`src/rtl/fetch_unit.sv`:
```
// Single-outstanding instruction fetch unit. It issues one memory read, holds the
// returned instruction until downstream accepts it, then steps or redirects the PC.
module fetch_unit #(
   parameter logic [31:0] RESET_PC = 32'h0000_0000
) (
   input  logic        clk,
   input  logic        rst,
   input  logic        NextPCSrc,
   input  logic [31:0] ALURes,
   output logic        imem_req,
   output logic [31:0] imem_addr,
   input  logic        imem_rvalid,
   input  logic [31:0] imem_rdata,
   output logic [31:0] Inst,
   output logic        InstValid,
   input  logic        InstReady,
   output logic [31:0] PC,
   output logic [31:0] PCInc,
   output logic        Fault,
   output logic [31:0] RetireCnt
);

   typedef enum logic [1:0] {IDLE, REQ, HOLD, FAULT} state_e;

   state_e      state_q, state_d;
   logic [31:0] pc_q, pc_d;
   logic [31:0] inst_q, inst_d;
   logic [31:0] retire_q, retire_d;
   logic        fault_q, fault_d;
   logic        handoff;
   logic        misaligned;

   assign handoff    = (state_q == HOLD) && InstReady;
   assign misaligned = NextPCSrc && (ALURes[1:0] != 2'b00);

   always_ff @(posedge clk) begin
      if (rst) begin
         state_q  <= IDLE;
         pc_q     <= RESET_PC;
         inst_q   <= 32'h0;
         retire_q <= 32'h0;
         fault_q  <= 1'b0;
      end else begin
         state_q  <= state_d;
         pc_q     <= pc_d;
         inst_q   <= inst_d;
         retire_q <= retire_d;
         fault_q  <= fault_d;
      end
   end

   always_comb begin
      state_d = state_q;
      case (state_q)
         IDLE:    state_d = REQ;
         REQ:     if (imem_rvalid) state_d = HOLD;
         HOLD:    if (handoff) state_d = misaligned ? FAULT : REQ;
         FAULT:   state_d = FAULT;
         default: state_d = IDLE;
      endcase
   end

   // Datapath updates: capture only in REQ, redirect/retire only on handoff.
   always_comb begin
      pc_d     = pc_q;
      inst_d   = inst_q;
      retire_d = retire_q;
      fault_d  = fault_q;
      if ((state_q == REQ) && imem_rvalid) begin
         inst_d = imem_rdata;
      end
      if (handoff) begin
         retire_d = retire_q + 32'd1;
         if (!NextPCSrc) begin
            pc_d = pc_q + 32'd4;
         end else if (!misaligned) begin
            pc_d = ALURes;
         end else begin
            fault_d = 1'b1;
         end
      end
   end

   always_comb begin
      imem_req  = 1'b0;
      InstValid = 1'b0;
      case (state_q)
         REQ:     imem_req  = 1'b1;
         HOLD:    InstValid = 1'b1;
         default: ;
      endcase
   end

   assign imem_addr = pc_q;
   assign Inst      = inst_q;
   assign PC        = pc_q;
   assign PCInc     = pc_q + 32'd4;
   assign Fault     = fault_q;
   assign RetireCnt = retire_q;

endmodule

```
`config.mk`:
```
export PLATFORM = sky130hd
export DESIGN_NAME = fetch_unit
export DESIGN_NICKNAME = d
export VERILOG_FILES = /design/src/rtl/fetch_unit.sv
export SDC_FILE = /design/constraint.sdc
export NUM_CORES = 1
export LEC_CHECK = 0
export ABC_CLOCK_PERIOD_IN_PS = 3400
export BUFFER_PORTS_ARGS = -buffer_cell sky130_fd_sc_hd__buf_4
export CAP_MARGIN = 20
export CORE_MARGIN = 2
export CORE_UTILIZATION = 40
export DETAILED_ROUTE_END_ITERATION = 16
export PLACE_DENSITY = 0.69
export SLEW_MARGIN = 25
export SYNTH_ARGS = -nofsm -noshare
export SYNTH_HDL_FRONTEND = slang
export SYNTH_SLANG_ARGS = --single-unit
```
`constraint.sdc`:
```
create_clock -name clk -period 3.4 [get_ports clk]
set_input_delay 1.02 -clock clk [delete_from_list [all_inputs] [get_ports clk]]
set_output_delay 1.02 -clock clk [all_outputs]
set_load 0.01 [all_outputs]
```
---- Yosys cells after proc, flatten, opt, wreduce, memory -nomap -nowiden ----
Cells that the tools add are included.
operators by class
  $add $sub $neg .......................... 2
  equality and inequality tests ........... 6
  mux-type cells .......................... 8
  reductions and logical operators ........ 8
operators with widths
  operator                                                               number
  32-bit two-way mux                                                     2
  32-bit by 1-bit adder with 32-bit output, second input constant        1
  32-bit by 3-bit adder with 32-bit output, second input constant        1
  2-bit one-hot mux with 4 select lines                                  1
  2-bit two-way mux                                                      3
  2-bit != test, second input constant                                   3
  2-bit equality test, second input constant                             2
  2-bit AND reduction                                                    2
  1-bit logical AND                                                      3
  3-bit AND reduction                                                    1
  2-bit by 1-bit equality test with 1-bit output, second input constant  1
  2-bit logical NOT                                                      1
  1-bit two-way mux                                                      2
  2-bit nonzero test                                                     1
word-level totals
  bits in registers ....................... 99
  input port bits ......................... 69
  output and inout port bits .............. 163
  word-level logic and storage cells ...... 29

---- Depth between registers and ports, before layout ----
Gate-level depths: netlist (run 1).
  depth in word-level cells ............... 5
  gate-level depth with buffers ........... 7
  depth with buffers taken out ............ 6

---- Least setup slack after synthesis (run 1) ----
OpenSTA, ideal clock, no wires.
  path kind ............................... flip-flop to output port
  start ................................... register pc_q[10] (netlist: PC[10])
  end ..................................... output PCInc[28]
  arrival time ............................ 2.175 ns
  data required time ...................... 2.380 ns
  path slack .............................. 0.205 ns
  stages on the path, launching flop included .. 8
  path buffers ............................ 2
  cell sequence ........................... dfxtp_1 -> buf_2 -> nand4_2 -> or4_1 -> buf_6 -> nor3_1 -> nand2_1 -> xnor2_1
between the ends
  longest elaborated chain between the ends .. 1
ends and longest elaborated chain
  element                                   RTL line  RTL
  start: declaration                        26        logic [31:0] pc_q, pc_d;
  start signal: assignment                  45        pc_q <= pc_d;
  32-bit by 3-bit adder with 32-bit output  97        assign PCInc = pc_q + 32'd4;
  end: declaration                          18        output logic [31:0] PCInc,
Every way passes these cells.

---- Final worst setup path (run 1) ----
  start ................................... register pc_q[15] (netlist: PC[15])
  end ..................................... output PCInc[25]
The elaborated chain is that of the path after synthesis.

==> reports/summary.txt, run 1 <==
status = complete, no violations
nets@finish = 949
skew final = 6.48 ps
antenna viol nets, final = 0
largest net degree at the start of global routing = 49
critical path peak fanout = 7
core box area = 12700 µm²
Skew-Pair Late Insertion Delay = 350 ps
PwrDens = 339 nW/µm²
syn avg cell area = 7.75 µm²
Min Hold Slack = 459 ps
Synth top cells by count = nand2_1, dfxtp_1, nor2_1
syn nets = 749
Final Worst Setup Slack = 53.9 ps
CTS root buffer = clkbuf_16
RSZ-0062 raised after global routing = true
register area share after synthesis = 37.7%
Final setup viols = 0
IO Port Bufs = 231
dpl ws = 200 ps
row count = 41
Initial Util = 41.3%
Fmax = 0.299 GHz
#FFs+latches synth = 99
drt drc = 0
layout cells sized above 1 = 35.2%
CP Data Required Time = 2380 ps
startpoint types = flop
TritonCTS clock tree = yes
number of distinct library cells after synthesis = 53
Die Y = 119 µm
Final Util = 58.7%
CTS H-Tree Depth = 3
Detailed Routing Iterations Pass 1 = 5
Synth area leader = dfxtp_1
iteration-0 DRC count of the detailed router = 372
die outline area = 14100 µm²
total grt overflow = 0
maximum VDD drop = 0.000399 V
Max Cap Violations = 0
overall routing resource usage = 23.3%
Finished Layout Cells = 1055
Synth Flop Type = dfxtp_1
Final GP Congestion = 0.884
Final period util = 98.4%
min-delay worst type = flop to flop
CP Data Arrival Time = 2330 ps
Synth top area share = 37.7%
Worst Setup End Kind = primary output
CTS sink count = 99
Hold Buf Count CTS = 0
CTS Buf Count = 9
Hold Vio Cnt, Final = 0
DR vias = 5554
first-pass GRT wire length = 26800 µm
number of synthesized flops with an enable pin = 0
# placed instances = 1034
clk buf depth = 2
DP HPWL = 12200 µm
routed wire length = 16900 µm
asr flop ratio synth = 0%
Post-Syn Area = 5250 µm²
crit path kind = flop to primary output
static leakage = 0.00318 µW
most frequent cell after synthesis = nand2_1
DIE WIDTH = 119 µm
worst rel slew slack = 51.8%
# diodes = 0
# IOs = 232
synth warn = 0
drt wl/cell = 16.0 µm
Cells after Synth = 678
synth top area cells = dfxtp_1, nand2_1, xnor2_1
Final Max Slew Viols = 0
initial antenna violation count = 0
via/cell ratio = 5.26
clock transition at the registers of the reported paths = 70 ps
vias in the first global route = 5227
Worst Tran Pin Value = 720 ps
minimum clock period = 3350 ps
Area Overhead vs Synth = 42.3%
[path summary, 6_finish.rpt]
| kind | startpoint | to | slack (ps) | cells after the start |
|---|---|---|---|---|
| max | PC[15]$_SDFFE_PP0P_ | PCInc[25] | 50 | 5 |
| min | Inst[19]$_SDFFE_PP0P_ | Inst[19]$_SDFFE_PP0P_ | 460 | 2 |
| min reg2reg | Inst[19]$_SDFFE_PP0P_ | Inst[19]$_SDFFE_PP0P_ | 460 | 2 |
| max reg2reg | PC[15]$_SDFFE_PP0P_ | PC[30]$_SDFFE_PP0P_ | 1240 | 6 |
[sequential cells by signal (all words and copies together) (netlist names)]
register	count
Inst	32
PC	32
RetireCnt	32
state_q	2
Fault	1
[cell type report]
| type | count | area (µm²) |
|---|---|---|
| clock buffer | 11 | 243 |
| fill | 1195 | 5250 |
| sequential | 99 | 2000 |
| tap | 172 | 215 |
| multi-input combinational | 488 | 2890 |
| clock inverter | 5 | 60.1 |
| inverter | 12 | 45.0 |
| timing repair buffer | 268 | 2020 |
[worst max-delay path, stage by stage (launching register included)]
cell	delay (ps)
dfxtp_4	390
nand3_2	100
or4_4	590
or4_1	570
xnor2_2	180
buf_4	160
[repair_timing]
action,4_1_cts,5_1_grt
buffers inserted,1,4
pin swaps,1,3
resized for setup,8,21
endpoints found under the setup margin,7,13
[through the flow]
| step | setup TNS [ps] | total power (µW) | cell area (µm²) |
|---|---|---|---|
| 6_report | 0 | 2530 | 7470 |
| 5_1_grt | -26.6 | 2630 | 7470 |
| 3_3_place_gp | 0 | 1490 | 7010 |
| 3_5_place_dp | 0 | 1500 | 7010 |
| 2_1_floorplan | 0 | 1360 | 5250 |
| 4_1_cts | 0 | 2560 | 7370 |
[per-layer routing]
layer  GRT usage, %  part of all wire [%]
met5              0                     0
met4           5.21                   1.2
met3           8.64                   8.5
met2           38.8                    48
met1           28.6                    42
[power breakdown]
group / total (µW) / internal [µW] / switching, µW
Sequential: 1200 / 1180 / 21.7
Combinational: 269 / 131 / 138
Clock: 1060 / 594 / 465
[logic make-up after synthesis]
| group | Yosys count | share of synthesized area [%] |
|---|---|---|
| AO/OA/AOI/OAI | 120 | 14.5 |
| flip-flops | 99 | 37.7 |
| adder cells (fa/ha/maj) | 2 | 0.476 |
| multiplexers | 7 | 1.36 |
| XOR/XNOR | 56 | 9.34 |
| AND/OR/NAND/NOR | 303 | 27.5 |
| buffers and inverters | 91 | 9.15 |
[cells in the final DEF, fill, tap and decap left out, types with 9 or more instances in the layout]
cell type	synthesis	final
nand3_1	24	23
nand2_1	116	115
o21ai_0	22	22
xnor2_1	41	40
clkbuf_16	0	9
xor2_1	15	14
a21oi_1	49	49
nor3_1	21	19
buf_4	34	266
inv_1	11	11
nand4_1	14	14
dfxtp_1	99	92
nor4_1	19	15
nor2_1	66	64
a32o_1	9	9
Power figures use the tool's default switching activity.
==> run 2: changes to the inputs <==
--- a/config.mk
+++ b/config.mk
@@ -9,9 +9,9 @@
 export BUFFER_PORTS_ARGS = -buffer_cell sky130_fd_sc_hd__buf_4
 export CAP_MARGIN = 20
 export CORE_MARGIN = 2
-export CORE_UTILIZATION = 40
+export CORE_UTILIZATION = 48
 export DETAILED_ROUTE_END_ITERATION = 16
-export PLACE_DENSITY = 0.69
+export PLACE_DENSITY = 0.81
 export SLEW_MARGIN = 25
 export SYNTH_ARGS = -nofsm -noshare
 export SYNTH_HDL_FRONTEND = slang
==> reports/summary.txt, run 2 (synthesis results as in run 1) <==
status = complete, no violations
drt drc = 0
Final Util = 67.6%
Max Cap Violations = 0
Final GP Congestion = 0.931
# diodes = 0
Overall Power = 2190 µW
met2 GRT Util = 44.7%
most common library cell in the layout ignoring fill and taps = buf_4
Die Y = 109 µm
fill cell count = 940
vias in the first global route = 5077
die outline area = 11800 µm²
drt wl/cell = 15.7 µm
CTS H-Tree Depth = 3
M3 GR Usage = 6.51%
total grt overflow = 0
min-delay worst type = flop to flop
maximum VDD drop = 0.000353 V
Comb pwr share = 12.1%
DIE WIDTH = 109 µm
Hold Buf Count CTS = 0
CTS Buf Count = 9
CP Data Arrival Time = 2320 ps
Worst Setup End Kind = primary output
internal power = 1620 µW
Reg power frac = 54.9%
minimum clock period = 3340 ps
static leakage = 0.00307 µW
DP HPWL = 11900 µm
via/cell ratio = 5.44
Final setup viols = 0
row count = 38
overall routing resource usage = 26.2%
r2r startpoint = PC[16]$_SDFFE_PP0P_
Multi-input gate area = 2870 µm²
nets@finish = 947
Switching Fraction = 26.1%
Detailed Routing Iterations Pass 1 = 4
Fmax = 0.300 GHz
Finished Layout Cells = 1021
CTS sink count = 99
DR vias = 5559
# IOs = 232
Hold Crit Depth = 2
largest net degree at the start of global routing = 78
Reg2Reg Setup Slack = 1200 ps
CP Data Required Time = 2380 ps
# placed instances = 999
Skew-Pair Late Insertion Delay = 370 ps
critical path peak fanout = 7
TritonCTS clock tree = yes
Hold Crit Endpoint = Inst[31]$_SDFFE_PP0P_
Hold Vio Cnt, Final = 0
Min Hold Slack = 460 ps
FF/Latch Area = 1990 µm²
skew final = 7.19 ps
global routing's busiest layer = met2
clock share of power = 33.0%
clock transition at the registers of the reported paths = 100 ps
Final period util = 98.1%
clk buf depth = 2
R2R Path End = PC[31]$_SDFFE_PP0P_
PwrDens = 302 nW/µm²
iteration-0 DRC count of the detailed router = 353
startpoint types = flop
Switch Pwr = 574 µW
Area Overhead vs Synth = 38.4%
Final Max Slew Viols = 0
IO Port Bufs = 231
Worst Tran Pin Value = 729 ps
layout cells sized above 1 = 35.0%
routed wire length = 16000 µm
RSZ-0062 raised after global routing = true
core box area = 10700 µm²
Initial Util = 48.9%
most frequent cells in the layout = buf_4, nand2_1, dfxtp_1
GR Util met1 = 32.2%
antenna viol nets, final = 0
R2R cell count = 9
first-pass GRT wire length = 24600 µm
HP Start = Inst[31]$_SDFFE_PP0P_
CTS root buffer = clkbuf_8
worst rel slew slack = 51.4%
crit path kind = flop to primary output
initial antenna violation count = 0
-- run 2: changes by cell type in the layout (fill, tap and decap cells not counted), sizes merged --
cell,before,now
buf,268,266
bufinv,1,0
clkinv,3,2
clkinvlp,1,3
-- run 2: area by class of cell --
class	count	share of cell area, %
Multi-Input combinational cell	488	39.4
Clock inverter	5	0.499
Clock buffer	11	2.08
Timing Repair Buffer	266	27.5
Inverter	12	0.620
Sequential cell	99	27.4
Tap cell	140	2.41
-- run 2: worst max-delay path: stages (launching register included) --
cell and delay, ps:
dfxtp_4 400, nand3_2 100, or4_4 600, buf_6 160
nor4_4 240, buf_4 170, xor2_1 140, buf_4 140
-- run 2: power groups by stage --
stage	Combinational, µW	Clock [µW]	Sequential [µW]
after floorplan	117	0	1240
after global placement	261	0	1230
after detailed placement	266	0	1230
after CTS	267	739	1210
after global routing	291	778	1210
final	266	724	1200
-- run 2: stage by stage --
stage	setup WS, ps	area, µm²	setup TNS [ps]
3_5_place_dp	219	6950	0
4_1_cts	-31.0	7180	-54.8
5_1_grt	-1.47	7270	-1.47
3_3_place_gp	274	6950	0
6_report	63.5	7270	0
2_1_floorplan	205	5250	0
-- run 2: timing repair --
item | CTS | global route
pin swaps | 2 | 1
setup buffers | 2 | 4
resized for setup | 8 | 15
endpoints found under the setup margin | 10 | 10
-- run 2: worst max-delay path by stage --
stage,start,to,slack [ps],depth (start not counted)
floorplan,PC[10]$_SDFFE_PP0P_,PCInc[28],210,7
CTS,PC[13]$_SDFFE_PP0P_,PCInc[31],-30,7
detailed placement,PC[15]$_SDFFE_PP0P_,PCInc[31],220,7
finish,PC[16]$_SDFFE_PP0P_,PCInc[31],60,7
global placement,PC[2]$_SDFFE_PP0P_,PCInc[26],270,7
global route,PC[7]$_SDFFE_PP0P_,PCInc[25],-1,5
-- run 2: layer usage --
metal  wire (µm)  up-vias  part of all wire [%]
met5           0        -                     0
met4         238        0                   1.5
met3        1150       21                   7.2
met2        8020      202                    50
met1        6590     2632                    41
li1            -     2704                     -
